$ cat src/rtl/cart_sram_pkg.sv
// Shared types and helpers for the cartridge SRAM arbiter: FSM state encoding,
// byte-lane helpers and default wait-state constants.
package cart_sram_pkg;

   typedef enum logic [1:0] {
      ST_IDLE    = 2'd0,
      ST_READ    = 2'd1,
      ST_WRITE   = 2'd2,
      ST_RECOVER = 2'd3
   } arb_state_t;

   localparam int DEF_READ_WAIT  = 2;
   localparam int DEF_WRITE_WAIT = 2;
   localparam int DEF_CPU_BURST  = 8;
   localparam int TIMER_W        = 8;

   // Returns {ub, lb}; byte address bit 0 set selects the upper lane
   function automatic logic [1:0] lane_sel(input logic byte_sel);
      lane_sel = byte_sel ? 2'b10 : 2'b01;
   endfunction

   function automatic logic [7:0] lane_pick(input logic [15:0] word, input logic upper);
      lane_pick = upper ? word[15:8] : word[7:0];
   endfunction

endpackage

$ cat src/rtl/sram_wait_timer.sv
// Loadable down-counter; done is high once the count has reached zero.
// Shared by the read and write phases of the SRAM arbiter.
module sram_wait_timer #(
   parameter int W = 8
) (
   input  logic         clk,
   input  logic         rst_n,
   input  logic         load,
   input  logic [W-1:0] load_val,
   output logic         done
);

   logic [W-1:0] cnt_r;

   // Load on request, otherwise count down and rest at zero
   always_ff @(posedge clk or negedge rst_n) begin
      if (!rst_n) begin
         cnt_r <= '0;
      end else if (load) begin
         cnt_r <= load_val;
      end else if (cnt_r != '0) begin
         cnt_r <= cnt_r - W'(1'b1);
      end else begin
         cnt_r <= cnt_r;
      end
   end

   assign done = (cnt_r == '0);

endmodule

$ cat src/rtl/cart_sram_arbiter.sv
// Shares one 16-bit SRAM between the MBC read path and the UART byte loader.
// Define CART_ARB_STARVE_GUARD_EN to force a loader grant after CPU_BURST CPU grants.
module cart_sram_arbiter
   import cart_sram_pkg::*;
#(
   parameter int ADDR_W     = 19,
   parameter int READ_WAIT  = DEF_READ_WAIT,
   parameter int WRITE_WAIT = DEF_WRITE_WAIT,
   parameter int CPU_BURST  = DEF_CPU_BURST
) (
   input  logic              clockgb,
   input  logic              resetn,
   input  logic              cpu_req,
   input  logic [ADDR_W-1:0] cpu_addr,
   output logic [7:0]        cpu_rdata,
   output logic              cpu_valid,
   input  logic              prog_start,
   input  logic              prog_valid,
   input  logic [7:0]        prog_data,
   output logic              prog_ready,
   output logic [ADDR_W-1:0] prog_count,
   output logic              prog_full,
   output logic [ADDR_W-2:0] sram_addr,
   output logic [15:0]       sram_wdata,
   input  logic [15:0]       sram_rdata,
   output logic              sram_oe,
   output logic              sram_we,
   output logic              sram_ub,
   output logic              sram_lb
);

`ifdef CART_ARB_STARVE_GUARD_EN
   localparam bit GUARD_EN = 1'b1;
`else
   localparam bit GUARD_EN = 1'b0;
`endif
   localparam int BURST_W = $clog2(CPU_BURST + 32'sd1);
   localparam logic [BURST_W-1:0] BURST_MAX = BURST_W'(CPU_BURST);

   arb_state_t state_r, state_s;
   logic [ADDR_W-2:0] sram_addr_r, addr_s;
   logic [15:0]       sram_wdata_r, wdata_s;
   logic              sram_oe_r, oe_s, sram_we_r, we_s;
   logic              sram_ub_r, sram_lb_r;
   logic [1:0]        lanes_s;
   logic [7:0]        cpu_rdata_r, rdata_s;
   logic              cpu_valid_r, valid_s;
   logic [ADDR_W-1:0] ptr_r;
   logic              full_r, start_pend_r;
   logic [BURST_W-1:0] burst_r;
   logic              load_s, done_s;
   logic [TIMER_W-1:0] load_val_s;
   logic              accept_s, cpu_grant_s, wr_done_s, prog_ok_s, prog_turn_s;

   sram_wait_timer #(.W(TIMER_W)) u_timer (
      .clk      (clockgb),
      .rst_n    (resetn),
      .load     (load_s),
      .load_val (load_val_s),
      .done     (done_s)
   );

   assign prog_ok_s   = prog_valid && !full_r && !prog_start;
   assign prog_turn_s = GUARD_EN && (burst_r == BURST_MAX) && prog_ok_s;

   // Arbitration, strobe sequencing and read-data capture
   always_comb begin
      state_s     = state_r;
      addr_s      = sram_addr_r;
      wdata_s     = sram_wdata_r;
      lanes_s     = {sram_ub_r, sram_lb_r};
      oe_s        = 1'b0;
      we_s        = 1'b0;
      rdata_s     = cpu_rdata_r;
      valid_s     = 1'b0;
      load_s      = 1'b0;
      load_val_s  = '0;
      accept_s    = 1'b0;
      cpu_grant_s = 1'b0;
      wr_done_s   = 1'b0;
      case (state_r)
         ST_IDLE: begin
            lanes_s = 2'b00;
            if (cpu_valid_r) begin
               // The request just served is still high this cycle; never re-grant it
               state_s = ST_IDLE;
            end else if (prog_turn_s || (prog_ok_s && !cpu_req)) begin
               accept_s   = 1'b1;
               state_s    = ST_WRITE;
               addr_s     = ptr_r[ADDR_W-1:1];
               lanes_s    = lane_sel(ptr_r[0]);
               wdata_s    = {prog_data, prog_data};
               load_s     = 1'b1;
               load_val_s = TIMER_W'(WRITE_WAIT);
            end else if (cpu_req) begin
               cpu_grant_s = 1'b1;
               state_s     = ST_READ;
               addr_s      = cpu_addr[ADDR_W-1:1];
               lanes_s     = lane_sel(cpu_addr[0]);
               oe_s        = 1'b1;
               load_s      = 1'b1;
               load_val_s  = TIMER_W'(READ_WAIT - 32'sd1);
            end else begin
               state_s = ST_IDLE;
            end
         end
         ST_READ: begin
            if (done_s) begin
               state_s = ST_IDLE;
               rdata_s = lane_pick(sram_rdata, sram_ub_r);
               valid_s = 1'b1;
               lanes_s = 2'b00;
            end else begin
               oe_s = 1'b1;
            end
         end
         ST_WRITE: begin
            // First WRITE cycle is address/data setup; WE follows for WRITE_WAIT cycles
            if (done_s) begin
               state_s = ST_RECOVER;
               lanes_s = 2'b00;
            end else begin
               we_s = 1'b1;
            end
         end
         ST_RECOVER: begin
            state_s   = ST_IDLE;
            wr_done_s = 1'b1;
         end
         default: begin
            state_s = ST_IDLE;
         end
      endcase
   end

   // State and registered SRAM/CPU outputs
   always_ff @(posedge clockgb or negedge resetn) begin
      if (!resetn) begin
         state_r      <= ST_IDLE;
         sram_addr_r  <= '0;
         sram_wdata_r <= '0;
         sram_oe_r    <= 1'b0;
         sram_we_r    <= 1'b0;
         sram_ub_r    <= 1'b0;
         sram_lb_r    <= 1'b0;
         cpu_rdata_r  <= '0;
         cpu_valid_r  <= 1'b0;
      end else begin
         state_r      <= state_s;
         sram_addr_r  <= addr_s;
         sram_wdata_r <= wdata_s;
         sram_oe_r    <= oe_s;
         sram_we_r    <= we_s;
         sram_ub_r    <= lanes_s[1];
         sram_lb_r    <= lanes_s[0];
         cpu_rdata_r  <= rdata_s;
         cpu_valid_r  <= valid_s;
      end
   end

   // Loader write pointer; a start seen mid-write is applied once the write retires
   always_ff @(posedge clockgb or negedge resetn) begin
      if (!resetn) begin
         ptr_r        <= '0;
         full_r       <= 1'b0;
         start_pend_r <= 1'b0;
      end else if (wr_done_s) begin
         start_pend_r <= 1'b0;
         if (prog_start || start_pend_r) begin
            ptr_r  <= '0;
            full_r <= 1'b0;
         end else if (ptr_r == '1) begin
            full_r <= 1'b1;
         end else begin
            ptr_r <= ptr_r + ADDR_W'(1'b1);
         end
      end else if (prog_start) begin
         if ((state_r == ST_WRITE) || (state_r == ST_RECOVER)) begin
            start_pend_r <= 1'b1;
         end else begin
            ptr_r  <= '0;
            full_r <= 1'b0;
         end
      end else begin
         ptr_r <= ptr_r;
      end
   end

   // Consecutive CPU grants taken while the loader had a byte waiting
   always_ff @(posedge clockgb or negedge resetn) begin
      if (!resetn) begin
         burst_r <= '0;
      end else if (accept_s) begin
         burst_r <= '0;
      end else if (cpu_grant_s) begin
         if (!prog_valid) begin
            burst_r <= '0;
         end else if (burst_r != BURST_MAX) begin
            burst_r <= burst_r + BURST_W'(1'b1);
         end else begin
            burst_r <= burst_r;
         end
      end else begin
         burst_r <= burst_r;
      end
   end

   assign prog_ready = accept_s;
   assign prog_count = ptr_r;
   assign prog_full  = full_r;
   assign sram_addr  = sram_addr_r;
   assign sram_wdata = sram_wdata_r;
   assign sram_oe    = sram_oe_r;
   assign sram_we    = sram_we_r;
   assign sram_ub    = sram_ub_r;
   assign sram_lb    = sram_lb_r;
   assign cpu_rdata  = cpu_rdata_r;
   assign cpu_valid  = cpu_valid_r;

endmodule
$ cat config.mk
export PLATFORM = sky130hd
export DESIGN_NAME = cart_sram_arbiter
export DESIGN_NICKNAME = d
export VERILOG_FILES = /design/src/rtl/cart_sram_pkg.sv /design/src/rtl/sram_wait_timer.sv /design/src/rtl/cart_sram_arbiter.sv
export SDC_FILE = /design/constraint.sdc
export NUM_CORES = 1
export LEC_CHECK = 0
export ABC_AREA = 1
export BUFFER_PORTS_ARGS = -buffer_cell sky130_fd_sc_hd__buf_2
export CAP_MARGIN = 15
export CORE_UTILIZATION = 45
export CTS_BUF_LIST = sky130_fd_sc_hd__clkbuf_2
export CTS_CLUSTER_SIZE = 40
export DETAILED_ROUTE_END_ITERATION = 7
export PLACE_DENSITY = 0.71
export SYNTH_ARGS = -nofsm -noshare
export SYNTH_HDL_FRONTEND = slang
export SYNTH_HIERARCHICAL = 1
export SYNTH_SLANG_ARGS = --single-unit
$ cat constraint.sdc
create_clock -name clockgb -period 2.55 [get_ports clockgb]
set_input_delay 0.51 -clock clockgb [delete_from_list [all_inputs] [get_ports clockgb]]
set_output_delay 0.51 -clock clockgb [all_outputs]
set_load 0.01 [all_outputs]
After elaboration in Yosys (flattened, before gate mapping)
Index checks and enable logic that the tools add are counted.
- bitwise operators: 1
- reductions and logical operators: 25
- $lt $le $gt $ge: 0
- shift-type cells: 0
- muxes and demuxes: 49
- multiply operators: 0
- divide/modulo/power cells: 0
- $add $sub $neg: 2
- eq/ne operators: 10
- operators with widths (operator ; number):
    $mux 19 ; 5
    $mux 18 ; 2
    $mux 1 ; 24
    $mux 2 ; 12
    $mux 8 ; 3
    $add 19x1->19 const B ; 1
    $eq 19x19->1 const B ; 1
    $reduce_and 3->1 ; 4
    $reduce_bool 2->1 ; 5
    $logic_not 8->1 ; 1
    $pmux 2 s4 ; 1
    $reduce_and 2->1 ; 4
    $reduce_bool 8->1 ; 1
    $sub 8x1->8 const B ; 1
    $ne 2x2->1 const B ; 3
    $eq 2x2->1 const B ; 2
    $pmux 2 s2 ; 1
    $logic_and 1x1->1 ; 3
    $logic_not 1->1 ; 3
    $ne 3x1->1 const B ; 1
    $ne 3x3->1 const B ; 1
    $eq 2x1->1 const B ; 1
    $logic_not 2->1 ; 1
    $logic_or 1x1->1 ; 2
    4 further kinds ; 4
- bits in read-only memories: 0
- memories kept: 0
- latch bits: 0
- RAM bits: 0
- register bits: 78
- output and inout bits: 68
- input bits: 48
- logic and storage cells: 100

Logic depth before layout (Yosys ltp)
- depth after elaboration: 8
- depth in mapped cells: 12
- depth with buffers taken out: 10

Modules after synthesis
Netlist, hierarchy kept.
- by module, submodules not included (module ; area each (um^2) ; seq. area each (um^2) ; instances ; cells each):
    cart_sram_arbiter ; 3294.4 ; 1551.5 ; 1 ; 437
    sram_wait_timer ; 518.0 ; 200.2 ; 1 ; 74

Worst setup path after synthesis
No wires, ideal clock.
- path kind: register -> register
- start: register state_r[0]
- end: register u_timer.cnt_r[0]
- stages on the path, launching flop included: 12
- library setup time: 0.118 ns
- path slack: 0.540 ns
- required time: 2.432 ns
- arrival: 1.892 ns
- buffers on the path: 2
- clock period less this slack: 2.010 ns
- path through: dfrtp_1 -> inv_1 -> ha_1 -> inv_1 -> nor2_1 -> inv_1 -> a21oi_2 -> clkbuf_1 -> clkbuf_4 -> o21ai_0 -> nand2_1 -> o21ai_2
- longest elaborated chain between the ends: 3
- elaborated cells between the ends (all ways): 5
- classes of those cells: 3 x mux; 2 x reduce/logical
- RTL lines (what ; RTL line ; RTL):
    from (decl) ; cart_sram_arbiter.sv:40 ; arb_state_t state_r, state_s;
    from (signal assigned) ; cart_sram_arbiter.sv:149 ; state_r <= state_s;
    $logic_not 2->1 (*) ; cart_sram_arbiter.sv:81 ; case (state_r)
    $mux 1 (*) ; cart_sram_arbiter.sv:81 ;
    via load_s ; cart_sram_arbiter.sv:51 ; logic load_s, done_s;
    $mux 8 / $reduce_bool 2->1 (equally long branches) ; - ;
    to (signal assigned) ; sram_wait_timer.sv:20 ; cnt_r <= load_val;
    to (signal assigned) ; sram_wait_timer.sv:22 ; cnt_r <= cnt_r - W'(1'b1);
    to (signal assigned) ; sram_wait_timer.sv:24 ; cnt_r <= cnt_r;
    to (decl) ; sram_wait_timer.sv:13 ; logic [W-1:0] cnt_r;
The timed path passes the listed nets; every way through them passes the cells marked *.
A chain may end at the register's enable or synchronous reset.

Worst setup path in the final report
- start: register state_r[0]
- end: output port prog_ready
- longest elaborated chain between the ends: 2
- RTL lines (what ; RTL line ; RTL):
    $logic_not 2->1 ; cart_sram_arbiter.sv:81 ;
    $mux 1 ; cart_sram_arbiter.sv:81 ;
    to (decl) ; cart_sram_arbiter.sv:20 ; output logic prog_ready,
Every way passes these cells.

==> results.toml <==
[status]
status = "finished, final reports clean"

[worst_setup_path]
cpMostUsedCell = "inv_1"
end_kind = "output port"
cp_num_buf_inv = 4
crit_fanout = 5
max_stage_delay_ps = 440
crit_type = "reg2out"
start_kind = "flop"
crit_required_ps = 2040
cp.arrival_ps = 1810
crit_chain = "inv_1 -> ha_1 -> inv_1 -> nor2_1 -> inv_1 -> nor2_2 -> buf_2"
cp_top_family = "buffers and inverters"
cp_slowest_cell = "dfrtp_1"

[cells_and_area]
stdcell_area_mm2 = 0.00461
drive_above_1_share_pct = 25.4
antenna_cells = 0
n_fill_cell = 828
stdcell_count = 736
final_nets = 681
areaGrowthSynthToFinish_pct = 20.9

[sta]
tns_ps = 0
rsz0062_at_grt = "no"
holdWs_ps = 152
slew_viol_final = 0
final-setup-viol-count = 0
relSlewSlack_pct = 61.0
final.min_clock_period_ps = 2320
max_freq_mhz = 431
fin_crit_sh_pct = 91.1
fin_skew_ps = 28.2
tightest_slew_ps = 585
hold_violations = 0

[logic_synthesis]
synthAdderAreaFrac_pct = 2.30
synth.most_common_cell = "nand2_1"
async_flop_share_pct = 100
synthCells = 511
ys_seq_elements = 70
synth_compound_area_share_pct = 12.1
ys_types = 37
ys_warn_count = 6
synthMuxAreaShare_pct = 0
ys_seq_area_share_pct = 45.9
synth_edf_count = 0
synth_xor_area_share_pct = 0.689
avgSynthCellArea_um2 = 7.46
ys_top_cells_by_area = "dfrtp_1 (46%), nand2_1 (16%), nor2_1 (7.5%)"
synth_top_family_by_area = "simple AND/OR/NAND/NOR gates"
synth_top_cell_area_share_pct = 45.9
synthTopCellsByCount = "nand2_1 (160), nor2_1 (76), dfrtp_1 (70)"
synth_ff_type = "dfrtp_1"
syn_area_mm2 = 0.00381
synth-simple-area-share_pct = 30.7
yosys.area.top_type = "dfrtp_1"

[pwr]
power_mw = 4.23
p_per_area_mw_per_mm2 = 917
swShare_pct = 41.4
ir_drop_uv = 432
p_switching_mw = 1.75
internal_power_mw = 2.48
p_leak_nw = 2.33
power_frac_comb_pct = 41.7
pwr-share-clk_pct = 17.9
power_frac_seq_pct = 40.4

[detailed_routing]
dr_total_vias = 3737
drt_first_pass_iters = 6
drc = 0
drt-total-wl_um = 9600
routedWlPerCell_um = 13.0
ant_nets = 0
vias_per_cell = 5.08
first_iter_violations = 180

[floorplanning]
fp.dieW_um = 94.0
die_y_um = 94.0
dieArea_mm2 = 0.00884
io_pins = 116
row_count = 33
core_mm2 = 0.00822
start_util_pct = 46.4

[global_route]
grt_pass1_wl_um = 15600
grt-ovfl-total = 0
use_met3_pct = 4.61
antenna_found_initial = 0
globalRouteTotalUtil_pct = 22.9
grt.met2_usage_pct = 37.3
first_global_vias = 3477
met1_usage_pct = 29.4
grt_max_degree = 47
top_usage_layer = "met2"

[place]
place_inst = 719
gp_congestion = 0.912
placed_cell_area_mm2 = 0.00446
portBuffers = 115
hpwl_um = 7260

[clock_network]
clockBufferDepth = 2
cts_tree = "yes"
clk_pin_slew_ps = 230
cts_sinks = 70
cts-root-buf = "clkbuf_2"
cts_buffers = 9
htree_levels = 3
postCtsSetupRepairBufs = 0
insertion_delay_ps = 530

[flow_run]
maxCapViolCount = 0

[worst_hold_path]
hold_class = "in2reg"
[state kept, by name, indices dropped and copies added, names as in the netlist]
name           cells
start_pend_r       1
prog_full          1
cpu_rdata          8
sram_ub            1
sram_oe            1
sram_we            1
state_r            2
u_timer/cnt_r      8
cpu_valid          1
sram_lb            1
sram_wdata         8
sram_addr         18
prog_count        19
[layer usage]
layer,part of all wire [%],vias up
li1,-,1859
met1,43,1751
met2,49,112
met3,5.6,15
met4,2.1,0
met5,0,-
[cell usage in the layout (no fill, tap or decap), types with 2 or more instances in the layout]
cell,netlist,routed
ha_1,7,7
nand3_1,24,24
nor2_1,76,76
conb_1,1,6
inv_2,4,4
nor2_4,2,2
a31oi_1,18,18
clkinvlp_4,0,2
xor2_1,2,2
nand4_1,4,4
o21ai_0,23,23
clkinv_1,3,3
o22ai_1,3,3
a22oi_1,2,2
a21oi_1,24,24
inv_1,37,37
dfrtp_1,70,70
o21bai_1,3,3
buf_2,6,115
bufinv_16,0,2
clkbuf_2,0,9
nand3_2,3,3
nand2_1,160,160
o21ai_1,3,3
nand2_2,3,3
o21ai_2,3,3
nor2_2,5,5
buf_4,8,5
[cell families after synthesis]
kind of cell / Yosys count
AND/OR/NAND/NOR: 282
AO/OA/AOI/OAI: 81
flip-flops: 70
buffers and inverters: 67
adder cells (fa/ha/maj): 7
XOR/XNOR: 3
other: 1
[layout make-up]
class	instances	area, um^2	area share, %
flip-flops and latches	70	1750	38.0
clock inverters	7	97.6	2.12
well taps	105	131	2.85
repair buffers	122	643	14.0
inverters	44	165	3.58
clock buffers	9	45.0	0.977
multi-input cells	379	1780	38.5
[worst register-to-register path, stage by stage, from the launching register on]
cell and delay [ps]:
dfrtp_1 530, ha_1 250, nand2_2 90, nor2_4 140, nand2_2 90, nor2_2 150
nand3_2 100, nand3_2 370, nand2_1 90, o21ai_0 90
[final timing paths]
path	from	end	slack, ps	depth (start not counted)
worst min register to register	sram_wdata[13]	sram_wdata[13]	510	2
worst min-delay path	prog_data[3]	sram_wdata[11]	150	3
max in group asynchronous	resetn	prog_count[14]	1410	3
min in group asynchronous	resetn	sram_wdata[10]	470	2
worst max register to register	prog_count[0]	prog_count[6]	560	9
worst max-delay path	state_r[0]	prog_ready	230	7
[metrics by stage]
step	util [%]	setup slack, ps
detailed placement	54.2	510
finish	56.1	228
global route	56.1	34.4
global placement	54.2	584
CTS	56.1	212
floorplan	-	540
[power groups by stage]
| stage | Clock (mW) | Combinational, mW | Sequential (mW) |
|---|---|---|---|
| floorplan | 0 | 1.15 | 1.83 |
| CTS | 0.773 | 1.78 | 1.71 |
| global placement | 0 | 1.73 | 1.72 |
| finish | 0.758 | 1.76 | 1.71 |
| global route | 0.824 | 2.01 | 1.76 |
| detailed placement | 0 | 1.77 | 1.73 |
[timing repair]
action	CTS	global route
gates resized for setup	0	0
endpoints found under the hold margin	24	0
hold buffers	1	0
No activity file was read; power rests on OpenSTA's default activity.
